==> src/rtl/huffman_pkg.sv <==
// Shared types and constants for the Huffman/zero-run activation decoder.
//   state_e    : decoder FSM states
//   PFX_*      : code prefixes (MSB first)
//   cnt_width  : width of the field-bit counter for given literal/run widths
package huffman_pkg;

    typedef enum logic [2:0] {
        StIdle,
        StPfx2,
        StLit,
        StRunLen,
        StEmitRun
    } state_e;

    localparam logic [1:0] PFX_ZERO = 2'b00;
    localparam logic [1:0] PFX_RUN  = 2'b01;
    localparam logic       PFX_LIT  = 1'b1;

    function automatic int unsigned cnt_width(input int unsigned data_w,
                                              input int unsigned run_w);
        int unsigned m;
        m = (data_w > run_w) ? data_w : run_w;
        return $clog2(m + 1);
    endfunction

endpackage

==> src/rtl/huffman_out_reg.sv <==
// One-entry output holding register with ready/valid handshake.
//   clk_i, rst_ni : clock, async active-low reset
//   load_i        : capture load_data_i (only asserted while out_free_o=1)
//   load_data_i   : word to present
//   out_valid_o   : data_o valid, held until out_ready_i
//   out_ready_i   : downstream accept
//   data_o        : held word, stable while stalled
//   out_free_o    : register can take a new word this cycle
module huffman_out_reg #(
    parameter int unsigned DATA_W = 8
) (
    input  logic              clk_i,
    input  logic              rst_ni,
    input  logic              load_i,
    input  logic [DATA_W-1:0] load_data_i,
    input  logic              out_ready_i,
    output logic              out_valid_o,
    output logic [DATA_W-1:0] data_o,
    output logic              out_free_o
);

    logic              valid_q, valid_d;
    logic [DATA_W-1:0] data_q, data_d;

    assign out_free_o = !valid_q | out_ready_i;

    // A load in the handshake cycle keeps valid high (back-to-back words).
    always_comb begin
        valid_d = valid_q;
        data_d  = data_q;
        if (load_i) begin
            valid_d = 1'b1;
            data_d  = load_data_i;
        end else if (out_ready_i) begin
            valid_d = 1'b0;
        end
    end

    always_ff @(posedge clk_i or negedge rst_ni) begin
        if (!rst_ni) begin
            valid_q <= 1'b0;
            data_q  <= '0;
        end else begin
            valid_q <= valid_d;
            data_q  <= data_d;
        end
    end

    assign out_valid_o = valid_q;
    assign data_o      = data_q;

endmodule

==> src/rtl/huffman_rle_decoder.sv <==
// Serial Huffman decoder with optional zero-run code, ready/valid on both sides.
//   clk_i, rst_ni : clock, async active-low reset
//   flush_i       : synchronous abort of the partial symbol / pending run
//   in_bit_i      : serial code bit, accepted on in_valid_i & in_ready_o
//   data_out_o    : decoded word, valid with out_valid_o until out_ready_i
//   busy_o        : partial symbol, pending run or unaccepted output exists
module huffman_rle_decoder
    import huffman_pkg::*;
#(
    parameter int unsigned DATA_W = 8,
    parameter bit          RUN_EN = 1'b1,
    parameter int unsigned RUN_W  = 4
) (
    input  logic              clk_i,
    input  logic              rst_ni,
    input  logic              flush_i,
    input  logic              in_bit_i,
    input  logic              in_valid_i,
    output logic              in_ready_o,
    output logic [DATA_W-1:0] data_out_o,
    output logic              out_valid_o,
    input  logic              out_ready_i,
    output logic              busy_o
);

    localparam int unsigned SHW   = (DATA_W > RUN_W) ? DATA_W : RUN_W;
    localparam int unsigned CNT_W = cnt_width(DATA_W, RUN_W);
    localparam logic [CNT_W-1:0] LIT_LAST = CNT_W'(DATA_W - 1);
    localparam logic [CNT_W-1:0] RUN_LAST = CNT_W'(RUN_W - 1);

    state_e            state_q, state_d;
    logic [CNT_W-1:0]  cnt_q, cnt_d;
    logic [SHW-2:0]    shift_q, shift_d;  // current bit completes the field
    logic [RUN_W:0]    rem_q, rem_d;      // one extra bit: run of 2^RUN_W zeros
    logic [SHW-1:0]    shifted;
    logic              accept, out_free, load;
    logic [DATA_W-1:0] load_data;

    assign shifted = {shift_q, in_bit_i};
    assign accept  = in_valid_i & in_ready_o;

    // Stall the input only when the accepted bit would need the output register.
    always_comb begin
        in_ready_o = 1'b1;
        if (flush_i) begin
            in_ready_o = 1'b0;
        end else begin
            unique case (state_q)
                StIdle:    if (!RUN_EN) in_ready_o = out_free;
                StPfx2:    in_ready_o = out_free;
                StLit:     if (cnt_q == LIT_LAST) in_ready_o = out_free;
                StEmitRun: in_ready_o = 1'b0;
                default:   in_ready_o = 1'b1;
            endcase
        end
    end

    always_comb begin
        state_d   = state_q;
        cnt_d     = cnt_q;
        shift_d   = shift_q;
        rem_d     = rem_q;
        load      = 1'b0;
        load_data = '0;
        if (flush_i) begin
            state_d = StIdle;
            cnt_d   = '0;
            rem_d   = '0;
        end else begin
            unique case (state_q)
                StIdle: if (accept) begin
                    cnt_d = '0;
                    if (in_bit_i == PFX_LIT) state_d = StLit;
                    else if (RUN_EN)         state_d = StPfx2;
                    else                     load    = 1'b1;
                end
                StPfx2: if (accept) begin
                    cnt_d = '0;
                    if ({1'b0, in_bit_i} == PFX_RUN) begin
                        state_d = StRunLen;
                    end else begin
                        load    = 1'b1;
                        state_d = StIdle;
                    end
                end
                StLit: if (accept) begin
                    shift_d = shifted[SHW-2:0];
                    if (cnt_q == LIT_LAST) begin
                        load      = 1'b1;
                        load_data = shifted[DATA_W-1:0];
                        cnt_d     = '0;
                        state_d   = StIdle;
                    end else begin
                        cnt_d = cnt_q + CNT_W'(1);
                    end
                end
                StRunLen: if (accept) begin
                    shift_d = shifted[SHW-2:0];
                    if (cnt_q == RUN_LAST) begin
                        rem_d   = {1'b0, shifted[RUN_W-1:0]} + (RUN_W + 1)'(1);
                        cnt_d   = '0;
                        state_d = StEmitRun;
                    end else begin
                        cnt_d = cnt_q + CNT_W'(1);
                    end
                end
                StEmitRun: if (out_free) begin
                    load  = 1'b1;
                    rem_d = rem_q - (RUN_W + 1)'(1);
                    if (rem_q == (RUN_W + 1)'(1)) state_d = StIdle;
                end
                default: state_d = StIdle;
            endcase
        end
    end

    always_ff @(posedge clk_i or negedge rst_ni) begin
        if (!rst_ni) begin
            state_q <= StIdle;
            cnt_q   <= '0;
            shift_q <= '0;
            rem_q   <= '0;
        end else begin
            state_q <= state_d;
            cnt_q   <= cnt_d;
            shift_q <= shift_d;
            rem_q   <= rem_d;
        end
    end

    huffman_out_reg #(
        .DATA_W(DATA_W)
    ) u_out_reg (
        .clk_i      (clk_i),
        .rst_ni     (rst_ni),
        .load_i     (load),
        .load_data_i(load_data),
        .out_ready_i(out_ready_i),
        .out_valid_o(out_valid_o),
        .data_o     (data_out_o),
        .out_free_o (out_free)
    );

    assign busy_o = (state_q != StIdle) | out_valid_o;

endmodule
==> config.mk <==
export PLATFORM = sky130hd
export DESIGN_NAME = huffman_rle_decoder
export DESIGN_NICKNAME = d
export VERILOG_FILES = /design/src/rtl/huffman_pkg.sv /design/src/rtl/huffman_out_reg.sv /design/src/rtl/huffman_rle_decoder.sv
export SDC_FILE = /design/constraint.sdc
export NUM_CORES = 1
export LEC_CHECK = 0
export CAP_MARGIN = 30
export CORE_MARGIN = 1
export CORE_UTILIZATION = 40
export CTS_CLUSTER_DIAMETER = 80
export DETAILED_ROUTE_END_ITERATION = 12
export DONT_BUFFER_PORTS = 1
export MAX_ROUTING_LAYER = met4
export PLACE_DENSITY = 0.56
export SYNTH_ARGS = -nofsm -noshare
export SYNTH_HDL_FRONTEND = slang
export SYNTH_SLANG_ARGS = --single-unit
==> constraint.sdc <==
create_clock -name clk_i -period 4.9 [get_ports clk_i]
set_input_delay 1.47 -clock clk_i [delete_from_list [all_inputs] [get_ports clk_i]]
set_output_delay 1.47 -clock clk_i [all_outputs]
set_load 0.005 [all_outputs]
=== Yosys cells after proc, flatten, opt, wreduce, memory -nomap -nowiden ===
Cells that the tools add are included.

* Bits of input ports: 6
* Logic and storage cells: 81
* Register bits: 28
* Output and inout port bits: 11

* Bitwise gates (word level): 4
* Equality and inequality tests: 16
* Mux-type cells: 40
* Reductions and logical operators: 12
* Add/sub/neg operators: 3

{| class="wikitable"
|+ Operators by type and width
! operator !! count
|-
| two-way mux 8 bit || 4
|-
| two-way mux 3 bit || 9
|-
| two-way mux 4 bit || 6
|-
| inequality test 3 bit (second input constant) || 8
|-
| two-way mux 5 bit || 4
|-
| case mux 3 bit (5 select lines) || 1
|-
| case mux 4 bit (3 select lines) || 1
|-
| two-way mux 1 bit || 10
|-
| case mux 5 bit (2 select lines) || 1
|-
| AND reduction 4 bit || 2
|-
| AND reduction 8 bit || 1
|-
| == test 3 x 2 -> 1 bit (second input constant) || 2
|-
| case mux 1 bit (3 select lines) || 2
|-
| nonzero test 3 bit || 2
|-
| adder 4 x 1 -> 5 bit (second input constant) || 1
|-
| == test 5 x 1 -> 1 bit (second input constant) || 1
|-
| subtractor 5 x 1 -> 5 bit (second input constant) || 1
|-
| adder 4 x 1 -> 4 bit (second input constant) || 1
|-
| == test 4 x 2 -> 1 bit (second input constant) || 1
|-
| == test 4 x 3 -> 1 bit (second input constant) || 1
|-
| two-way mux 2 bit || 2
|-
| nonzero test 4 bit || 1
|-
| OR reduction 2 bit || 2
|-
| == test 3 x 1 -> 1 bit (second input constant) || 1
|-
| 9 further kinds || 10
|}

=== Logic depth before layout (Yosys ltp) ===
Gate-level depths: netlist (run 1).

* Word-level depth: 10
* Mapped depth: 6
* Gate-level depth less buffers: 6

=== Hierarchy ===
Synthesis (run 1) repeated with hierarchy kept, for this count alone.

* Cells, all modules: 168
* Area total of the unflattened synthesis: 1760.4 um2

{| class="wikitable"
|+ By module, submodules not included
! module !! area each (um2) !! instances !! cells an instance !! seq. area each (um2)
|-
| huffman_rle_decoder || 1391.3 || 1 || 148 || 475.5
|-
| huffman_out_reg || 369.1 || 1 || 20 || 225.2
|}

=== Least setup slack after synthesis (run 1) ===
Ideal clock, no wire load.

* Path kind: input to output
* Start point: input port out_ready_i
* End point: output port in_ready_o
* Path slack: 1.215 ns
* Arrival: 2.215 ns
* Buffers on the path: 1
* Stages on the path: 4
* Path through: nand2b_1 -> clkbuf_1 -> nor4_1 -> nor3_1

* Longest elaborated chain between the ends: 4

{| class="wikitable"
|+ RTL lines
! what !! RTL line !! source
|-
| start, declared || huffman_rle_decoder.sv:22 || <nowiki>input logic out_ready_i,</nowiki>
|-
| OR 1 bit * || huffman_out_reg.sv:25 || <nowiki>assign out_free_o = !valid_q | out_ready_i;</nowiki>
|-
| two-way mux 1 bit || huffman_rle_decoder.sv:51 || <nowiki>StLit: if (cnt_q == LIT_LAST) in_ready_o = out_free;</nowiki>
|-
| case mux 1 bit (3 select lines) * || huffman_rle_decoder.sv:48 || <nowiki>unique case (state_q)</nowiki>
|-
| two-way mux 1 bit * || huffman_rle_decoder.sv:45 || <nowiki>if (flush_i) begin</nowiki>
|-
| end, declared || huffman_rle_decoder.sv:19 || <nowiki>output logic in_ready_o,</nowiki>
|}

Every way passes the cells marked *; elsewhere a longest branch is shown, timed or not.

=== Final worst setup path (run 1) ===
Same ends and word-level chain as after synthesis.

==> results of run 1 <==
-- area by class of cell --
type / count / area (um2)
tap: 48 / 60.1
clock buffer: 3 / 41.3
fill: 367 / 2040
sequential: 28 / 701
inverter: 9 / 33.8
clock inverter: 1 / 30.0
multi-input combinational: 107 / 782
-- routing by layer --
| metal | routed length, um | GRT usage, % | up-vias |
|---|---|---|---|
| met5 | 0 | - | - |
| met4 | 66 | 6.94 | 0 |
| met3 | 214 | 4.46 | 6 |
| li1 | - | - | 571 |
| met2 | 1540 | 30.1 | 31 |
| met1 | 1600 | 25.1 | 616 |
-- worst min path at each step --
stage / start / end / slack (ns) / depth (start not counted)
2_1_floorplan: shift_q[6]$_DFFE_PN0P_ / u_out_reg.data_o[7]$_DFFE_PN0P_ / 0.47 / 1
6_report: shift_q[6]$_DFFE_PN0P_ / u_out_reg.data_o[7]$_DFFE_PN0P_ / 0.51 / 1
4_1_cts: shift_q[6]$_DFFE_PN0P_ / u_out_reg.data_o[7]$_DFFE_PN0P_ / 0.52 / 1
5_1_grt: shift_q[6]$_DFFE_PN0P_ / shift_q[6]$_DFFE_PN0P_ / 0.54 / 1
3_5_place_dp: shift_q[6]$_DFFE_PN0P_ / u_out_reg.data_o[7]$_DFFE_PN0P_ / 0.49 / 1
3_3_place_gp: shift_q[6]$_DFFE_PN0P_ / u_out_reg.data_o[7]$_DFFE_PN0P_ / 0.48 / 1
-- power groups by stage --
stage                     Clock (mW)  Sequential (mW)  Combinational [mW]
after floorplan                    0            0.273              0.0806
after global placement             0            0.292              0.0781
after detailed placement           0            0.293              0.0786
after CTS                      0.185            0.289              0.0795
after global routing           0.195            0.296              0.0905
final                          0.182            0.291              0.0794
-- cell families after synthesis --
logic type	synth area share, %
adder cells (fa/ha/maj)	3.23
XOR/XNOR	1.70
flip-flops	45.2
multiplexers	5.01
buffers and inverters	4.28
AND/OR/NAND/NOR	20.0
AO/OA/AOI/OAI	20.6
-- through the flow --
step	setup slack, ns	hold WS (ns)	utilization, %	power [mW]	std cells
floorplan	1.22	0.467	-	0.354	151
global placement	1.18	0.481	42.7	0.370	192
CTS	1.14	0.518	44.7	0.554	196
global route	1.06	0.543	44.7	0.581	196
finish	1.12	0.512	44.7	0.552	196
detailed placement	1.14	0.492	42.7	0.372	192
-- placed cells by master, fill, tap and decap left out, types with 3 or more instances in the layout --
master / synthesis / routed
sky130_fd_sc_hd__nand2b_1: 4 / 4
sky130_fd_sc_hd__o21ai_0: 4 / 4
sky130_fd_sc_hd__nor3_1: 5 / 5
sky130_fd_sc_hd__a21oi_1: 6 / 6
sky130_fd_sc_hd__o32ai_1: 3 / 3
sky130_fd_sc_hd__nand3_1: 6 / 6
sky130_fd_sc_hd__nor2b_1: 3 / 3
sky130_fd_sc_hd__nand2_1: 8 / 8
sky130_fd_sc_hd__clkbuf_8: 0 / 3
sky130_fd_sc_hd__inv_1: 8 / 8
sky130_fd_sc_hd__nand4bb_1: 5 / 5
sky130_fd_sc_hd__a22o_1: 9 / 9
sky130_fd_sc_hd__mux2_2: 6 / 6
sky130_fd_sc_hd__ha_1: 4 / 4
sky130_fd_sc_hd__dfrtp_1: 28 / 28
sky130_fd_sc_hd__nor2_1: 6 / 6
sky130_fd_sc_hd__a31oi_1: 3 / 3
-- Yosys cell counts, drive strengths merged, types with 3 or more instances --
master / number / area [um2]
ha: 4 / 50.1
nand4bb: 5 / 56.3
a22o: 9 / 78.8
mux2: 6 / 67.6
nor2: 6 / 22.5
o21ai: 5 / 25.0
nor3: 5 / 25.0
nand2: 9 / 36.3
buf: 4 / 20.0
nand3: 6 / 30.0
inv: 8 / 30.0
nor2b: 3 / 18.8
o32ai: 3 / 26.3
dfrtp: 28 / 701
a21oi: 6 / 30.0
clkbuf: 3 / 12.5
nand2b: 4 / 25.0
a31oi: 3 / 18.8
-- state kept, by name, indices dropped and copies added, names as in the netlist --
name and flops:
shift_q 7, state_q 3, rem_q 5, u_out_reg.out_valid_o 1
u_out_reg.data_o 8, cnt_q 4
-- critical path: cells and delay by family --
kind	cells	cell delay, ns
simple gates	3	0.83
==> qor.csv, run 1 <==
metric;value;unit
cell_internal_pwr;0.402;mW
synth_cell_types;46;
grt_usage;19.5;%
antenna_cells;0;
worstSetupEndpointType;output port;
syn_area_per_cell;10.3;um2
grt_remaining_overflow;0;
worstPathRequired;3.43;ns
detail_route.first_pass.iterations;4;
cp-endpoint;in_ready_o;
mappedNetlistArea;1550;um2
grt_max_degree;29;
post-route-min-period;3.78;ns
postcts_resize_cnt;0;
clock-sinks;28;
vdd.ir_drop.worst;168;uV
cts.clk_slew.worst_paths;0.10;ns
cts-root-to-sink-buffers;2;
final-hold-violation-count;0;
grt_pass1_vias;1280;
initial_core_util;42.0;%
hold_path_class;reg -> reg;
synth_cells;151;
rsz0062_at_grt;no;
worst_clock_skew;0.00584;ns
setup.reg_to_reg.worst_slack;2.80;ns
num_vias;1224;
synth.ff_latch_count;28;
worstPathCellList;nand2b_1, nor4_1, nor3_1;
routedWlPerCell;17.5;um
cp.arrival;2.31;ns
numPortBuffers;0;
synthArstFlopShare;100;%
power.leakage;0.679;nW
worst_r2r_endpoint;rem_q[1]$_DFFE_PN0P_;
die_w;64.2;um
synth_edf_count;0;
cap_violations;0;
die_h;64.2;um
clk_lat_worst_skew;0.27;ns
fp-row-count;22;
reg2reg_depth;5;
cts_hold_buf;0;
p_clk_share;32.9;%
cts_buffers;3;
syn-num-nets;161;
drc;0;
tritoncts;done;
post-cts-setup-buffers;0;
relSlewSlack;37.2;%
die_area;4130;um2
route.detailed.vias_per_inst;6.24;
postRouteAntennaNets;0;
syn2layout_area_growth;6.38;%
critPathMaxStageDelay;0.45;ns
clock_tree.root_cell;sky130_fd_sc_hd__clkbuf_8;
critical_path.max_fanout;8;
setup_tns;0;ns
yosys_warnings;0;
pwr_density_cell;335;nW/um2
drt_first_iter_violations;135;
nNetsFinal;159;
share_of_final_layout_standard_cells_stronger_than_drive_strength_1;8.78;%
achievable-frequency;265;MHz
first_pass_grt_wire_length;6130;um
post-route-period-util;77.2;%
drt_wl_total;3420;um
gp_congestion;0.798;
outcome;completed;
critical-path-slowest-cell;sky130_fd_sc_hd__nor4_1;
coreArea;3690;um2
synth.yosys.seq_area_share;45.2;%
power.net_switching;0.150;mW
detailed_place_hpwl;2290;um
timing_worst_setup_path_type;in -> out;
final-setup-viol-count;0;
power_switching_share;27.2;%
worst_setup_path_startpoint;out_ready_i;
sequentialPowerShare;52.7;%
postLayoutCellArea;1650;um2
io-pin-count;17;
timing.final.max_slew_violations;0;
combPwrFrac;14.4;%
worstReg2RegStart;cnt_q[0]$_DFFE_PN0P_;
critical_path.startpoint_type;primary input;
ys.flop_type;sky130_fd_sc_hd__dfrtp_1;
dpl-instance-area;1580;um2
h-tree-depth;1;
worst_slew_pin_slew;0.935;ns
antenna_found_initial;0;
Note: power is estimated with default switching activity, not from simulation.
==> run 2, diff against run 1 <==
- clock period: 4.9 -> 3.7 ns (I/O delays scaled with it)
==> qor.csv, run 2 (synthesis gave the netlist of run 1 again) <==
metric;value;unit
syn2layout_area_growth;6.87;%
largest_register_ff_count;8;
postcts_resize_cnt;0;
die_h;64.2;um
die_area;4130;um2
dp_cell_count;193;
hold_path_class;in -> async;
nNetsFinal;160;
outcome;completed;
setup_tns;0;ns
cts.clk_slew.worst_paths;0.10;ns
h-tree-depth;1;
cts_buffers;3;
achievable-frequency;327;MHz
timing_worst_setup_path_type;in -> out;
relSlewSlack;48.8;%
number_of_filler_instances_in_the_final_layout;367;
critical-path-slowest-cell;sky130_fd_sc_hd__nor4_1;
worstPathRequired;2.59;ns
detail_route.first_pass.iterations;4;
final-setup-viol-count;0;
cap_violations;0;
num_vias;1225;
numPortBuffers;0;
first_pass_grt_wire_length;6070;um
share_of_final_layout_standard_cells_stronger_than_drive_strength_1;9.40;%
clk_lat_worst_skew;0.28;ns
postRouteAntennaNets;0;
gp_congestion;0.855;
grt_remaining_overflow;0;
final.hold.worst_slack;0.510;ns
mostFrequentLayoutCell;sky130_fd_sc_hd__dfrtp_1;
pwr_density_cell;444;nW/um2
route.detailed.vias_per_inst;6.22;
grt_max_degree;29;
post-cts-setup-buffers;0;
vdd.ir_drop.worst;241;uV
final_core_util;44.9;%
drc;0;
die_w;64.2;um
drt_first_iter_violations;116;
worst_clock_skew;0.00776;ns
worstPathCellList;nand2b_1, nor4_1, nor3_1;
setup.reg_to_reg.worst_slack;1.60;ns
antenna_cells;0;
post-route-period-util;82.6;%
initial_core_util;42.0;%
post-route-min-period;3.05;ns
io-pin-count;17;
most-common-layout-cells;sky130_fd_sc_hd__dfrtp_1, sky130_fd_sc_hd__a22o_1, sky130_fd_sc_hd__inv_1, sky130_fd_sc_hd__nand2_1;
timing.final.max_slew_violations;0;
cp.arrival;1.94;ns
tritoncts;done;
fp-row-count;22;
grt_usage;19.6;%
cts_hold_buf;0;
final-hold-violation-count;0;
fin_cells;197;
critical_path.startpoint_type;primary input;
power.leakage;0.684;nW
drt_wl_total;3420;um
clock_tree.root_cell;sky130_fd_sc_hd__clkbuf_8;
critical_path.max_fanout;8;
routedWlPerCell;17.4;um
cts-root-to-sink-buffers;2;
antenna_found_initial;0;
worst_slew_pin_slew;0.767;ns
power;0.734;mW
rsz0062_at_grt;no;
critPathMaxStageDelay;0.43;ns
worstSetupEndpointType;output port;
grt_pass1_vias;1267;
clock-sinks;28;
detailed_place_hpwl;2370;um
coreArea;3690;um2
==> run 2: changes by cell type in the layout (fill, tap and decap cells not counted) <==
cell,before,now
sky130_fd_sc_hd__buf_4,0,1
==> run 2: critical path: cells and delay by family <==
family | cells | cell delay, ns
AND/OR/NAND/NOR | 3 | 0.83
==> run 2: metal layers <==
metal  track usage, %  up-vias  wire (um)
li1                 -      571          -
met5                -        -          0
met1             25.0      615       1580
met3             3.93        6        178
met2             30.1       33       1590
met4             8.89        0         74
==> run 2: power by group <==
part	switching [mW]	internal [mW]	total, mW
Clock	0.0974	0.145	0.242
Combinational	0.0521	0.0543	0.106
Sequential	0.0526	0.333	0.385
==> run 2: final timing paths <==
| check | startpoint | end | depth (start not counted) |
|---|---|---|---|
| setup / recovery | out_ready_i | in_ready_o | 3 |
| hold / removal | rst_ni | cnt_q[0]$_DFFE_PN0P_ | 0 |
| setup reg to reg | cnt_q[0]$_DFFE_PN0P_ | rem_q[1]$_DFFE_PN0P_ | 5 |
| hold reg to reg | shift_q[6]$_DFFE_PN0P_ | u_out_reg.data_o[7]$_DFFE_PN0P_ | 1 |
| max in group asynchronous | rst_ni | u_out_reg.data_o[2]$_DFFE_PN0P_ | 0 |
| min in group clk_i | shift_q[6]$_DFFE_PN0P_ | u_out_reg.data_o[7]$_DFFE_PN0P_ | 1 |
==> run 2: stage by stage <==
stage / cell area (um2) / setup WS, ns
2_1_floorplan: 1550 / 0.735
3_3_place_gp: 1580 / 0.688
3_5_place_dp: 1580 / 0.662
4_1_cts: 1660 / 0.661
5_1_grt: 1660 / 0.590
6_report: 1660 / 0.645
==> run 2: layout make-up <==
| class | instances | area, um2 | area share (%) |
|---|---|---|---|
| repair buffers | 1 | 7.51 | 0.454 |
| multi-input cells | 107 | 782 | 47.2 |
| flip-flops and latches | 28 | 701 | 42.3 |
| inverters | 9 | 33.8 | 2.04 |
| clock inverters | 1 | 30.0 | 1.81 |
| well taps | 48 | 60.1 | 3.63 |
| clock buffers | 3 | 41.3 | 2.49 |
==> run 3, diff against run 2 <==
- clock period: 3.7 -> 2.9 ns (I/O delays scaled with it)
==> qor.csv, run 3 (synthesis gave the netlist of run 1 again) <==
metric;value;unit
outcome;completed;
postcts_resize_cnt;0;
pwr_density_cell;566;nW/um2
final-setup-viol-count;0;
cts-root-to-sink-buffers;2;
io-pin-count;17;
first_pass_grt_wire_length;5890;um
worst_clock_skew;0.00671;ns
routedWlPerCell;17.0;um
drt_first_iter_violations;112;
dp_cell_count;195;
drc;0;
cts_buffers;3;
grt_usage;19.1;%
power.leakage;0.694;nW
postRouteAntennaNets;0;
final-hold-violation-count;0;
most-common-layout-cells;sky130_fd_sc_hd__dfrtp_1, sky130_fd_sc_hd__a22o_1, sky130_fd_sc_hd__inv_1, sky130_fd_sc_hd__nand2_1;
post-cts-setup-buffers;0;
tritoncts;done;
drt_wl_total;3390;um
initial_core_util;42.0;%
setup_tns;0;ns
grt_pass1_vias;1189;
timing.final.max_slew_violations;0;
syn2layout_area_growth;7.84;%
gp_congestion;0.837;
grt_remaining_overflow;0;
die_h;64.2;um
largest_register_ff_count;8;
cp.arrival;1.72;ns
die_area;4130;um2
worstPathRequired;2.03;ns
grt_max_degree;29;
fin_cells;199;
rsz0062_at_grt;no;
worst_slew_pin_slew;0.906;ns
timing_worst_setup_path_type;reg -> out;
clock-sinks;28;
post-route-period-util;89.4;%
die_w;64.2;um
detail_route.first_pass.iterations;4;
antenna_cells;0;
route.detailed.vias_per_inst;6.07;
postLayoutCellArea;1670;um2
coreArea;3690;um2
critical_path.startpoint_type;flip-flop;
cts.clk_slew.worst_paths;0.10;ns
numPortBuffers;0;
cap_violations;0;
clock_tree.root_cell;sky130_fd_sc_hd__clkbuf_8;
clk_lat_worst_skew;0.28;ns
critical_path.max_fanout;5;
antenna_found_initial;0;
nNetsFinal;162;
num_vias;1208;
vdd.ir_drop.worst;288;uV
fp-row-count;22;
final_core_util;45.3;%
relSlewSlack;39.1;%
achievable-frequency;386;MHz
dpl-instance-area;1600;um2
post-route-min-period;2.59;ns
h-tree-depth;1;
share_of_final_layout_standard_cells_stronger_than_drive_strength_1;10.6;%
mostFrequentLayoutCell;sky130_fd_sc_hd__dfrtp_1;
worstSetupEndpointType;output port;
hold_path_class;in -> async;
detailed_place_hpwl;2400;um
cts_hold_buf;0;
==> run 3: changes by cell type in the layout (fill, tap and decap cells not counted), sizes merged <==
cell,delta
buf,+2
==> run 3: per-layer routing <==
metal	GRT usage [%]	share of wire, %	routed length (um)	up-vias
met5	-	0	0	-
met4	6.94	1.3	44	0
met3	3.57	7.6	259	4
met2	28.5	46	1550	48
met1	26.0	45	1540	582
li1	-	-	-	574
==> run 3: report_power, final <==
group | internal (mW) | leakage, nW | switching (mW)
Clock | 0.185 | 0.0357 | 0.123
Sequential | 0.425 | 0.384 | 0.0444
Combinational | 0.0795 | 0.274 | 0.0879
==> run 3: area by class of cell <==
| type | count | area (um2) |
|---|---|---|
| fillers | 369 | 2020 |
| clock inverters | 1 | 30.0 |
| flip-flops and latches | 28 | 701 |
| repair buffers | 3 | 22.5 |
| clock buffers | 3 | 41.3 |
| well taps | 48 | 60.1 |
| inverters | 9 | 33.8 |
| multi-input cells | 107 | 782 |
==> run 3: critical path: stages, from the launching register on <==
cell                        delay, ns
sky130_fd_sc_hd__dfrtp_1         0.40
sky130_fd_sc_hd__ha_1            0.23
sky130_fd_sc_hd__nand4bb_1       0.25
sky130_fd_sc_hd__nor4_1          0.43
sky130_fd_sc_hd__nor3_1          0.13
==> run 3: per-stage QoR <==
step	setup slack, ns	hold slack [ns]	total power, mW
3_5_place_dp	0.473	0.496	0.644
6_report	0.306	0.270	0.945
3_3_place_gp	0.547	0.482	0.639
5_1_grt	0.137	0.250	0.998
4_1_cts	0.324	0.266	0.953
2_1_floorplan	0.415	0.467	0.598
==> run 3: final timing paths <==
check | start | to | slack (ns) | cells after the start
min | rst_ni | cnt_q[0]$_DFFE_PN0P_ | 0.27 | 0
max reg2reg | cnt_q[0]$_DFFE_PN0P_ | rem_q[1]$_DFFE_PN0P_ | 0.79 | 5
min reg2reg | shift_q[6]$_DFFE_PN0P_ | shift_q[6]$_DFFE_PN0P_ | 0.52 | 1
min in group clk_i | shift_q[6]$_DFFE_PN0P_ | shift_q[6]$_DFFE_PN0P_ | 0.52 | 1
max | cnt_q[0]$_DFFE_PN0P_ | in_ready_o | 0.31 | 4
max in group asynchronous | rst_ni | rem_q[0]$_DFFE_PN0P_ | 2.55 | 0
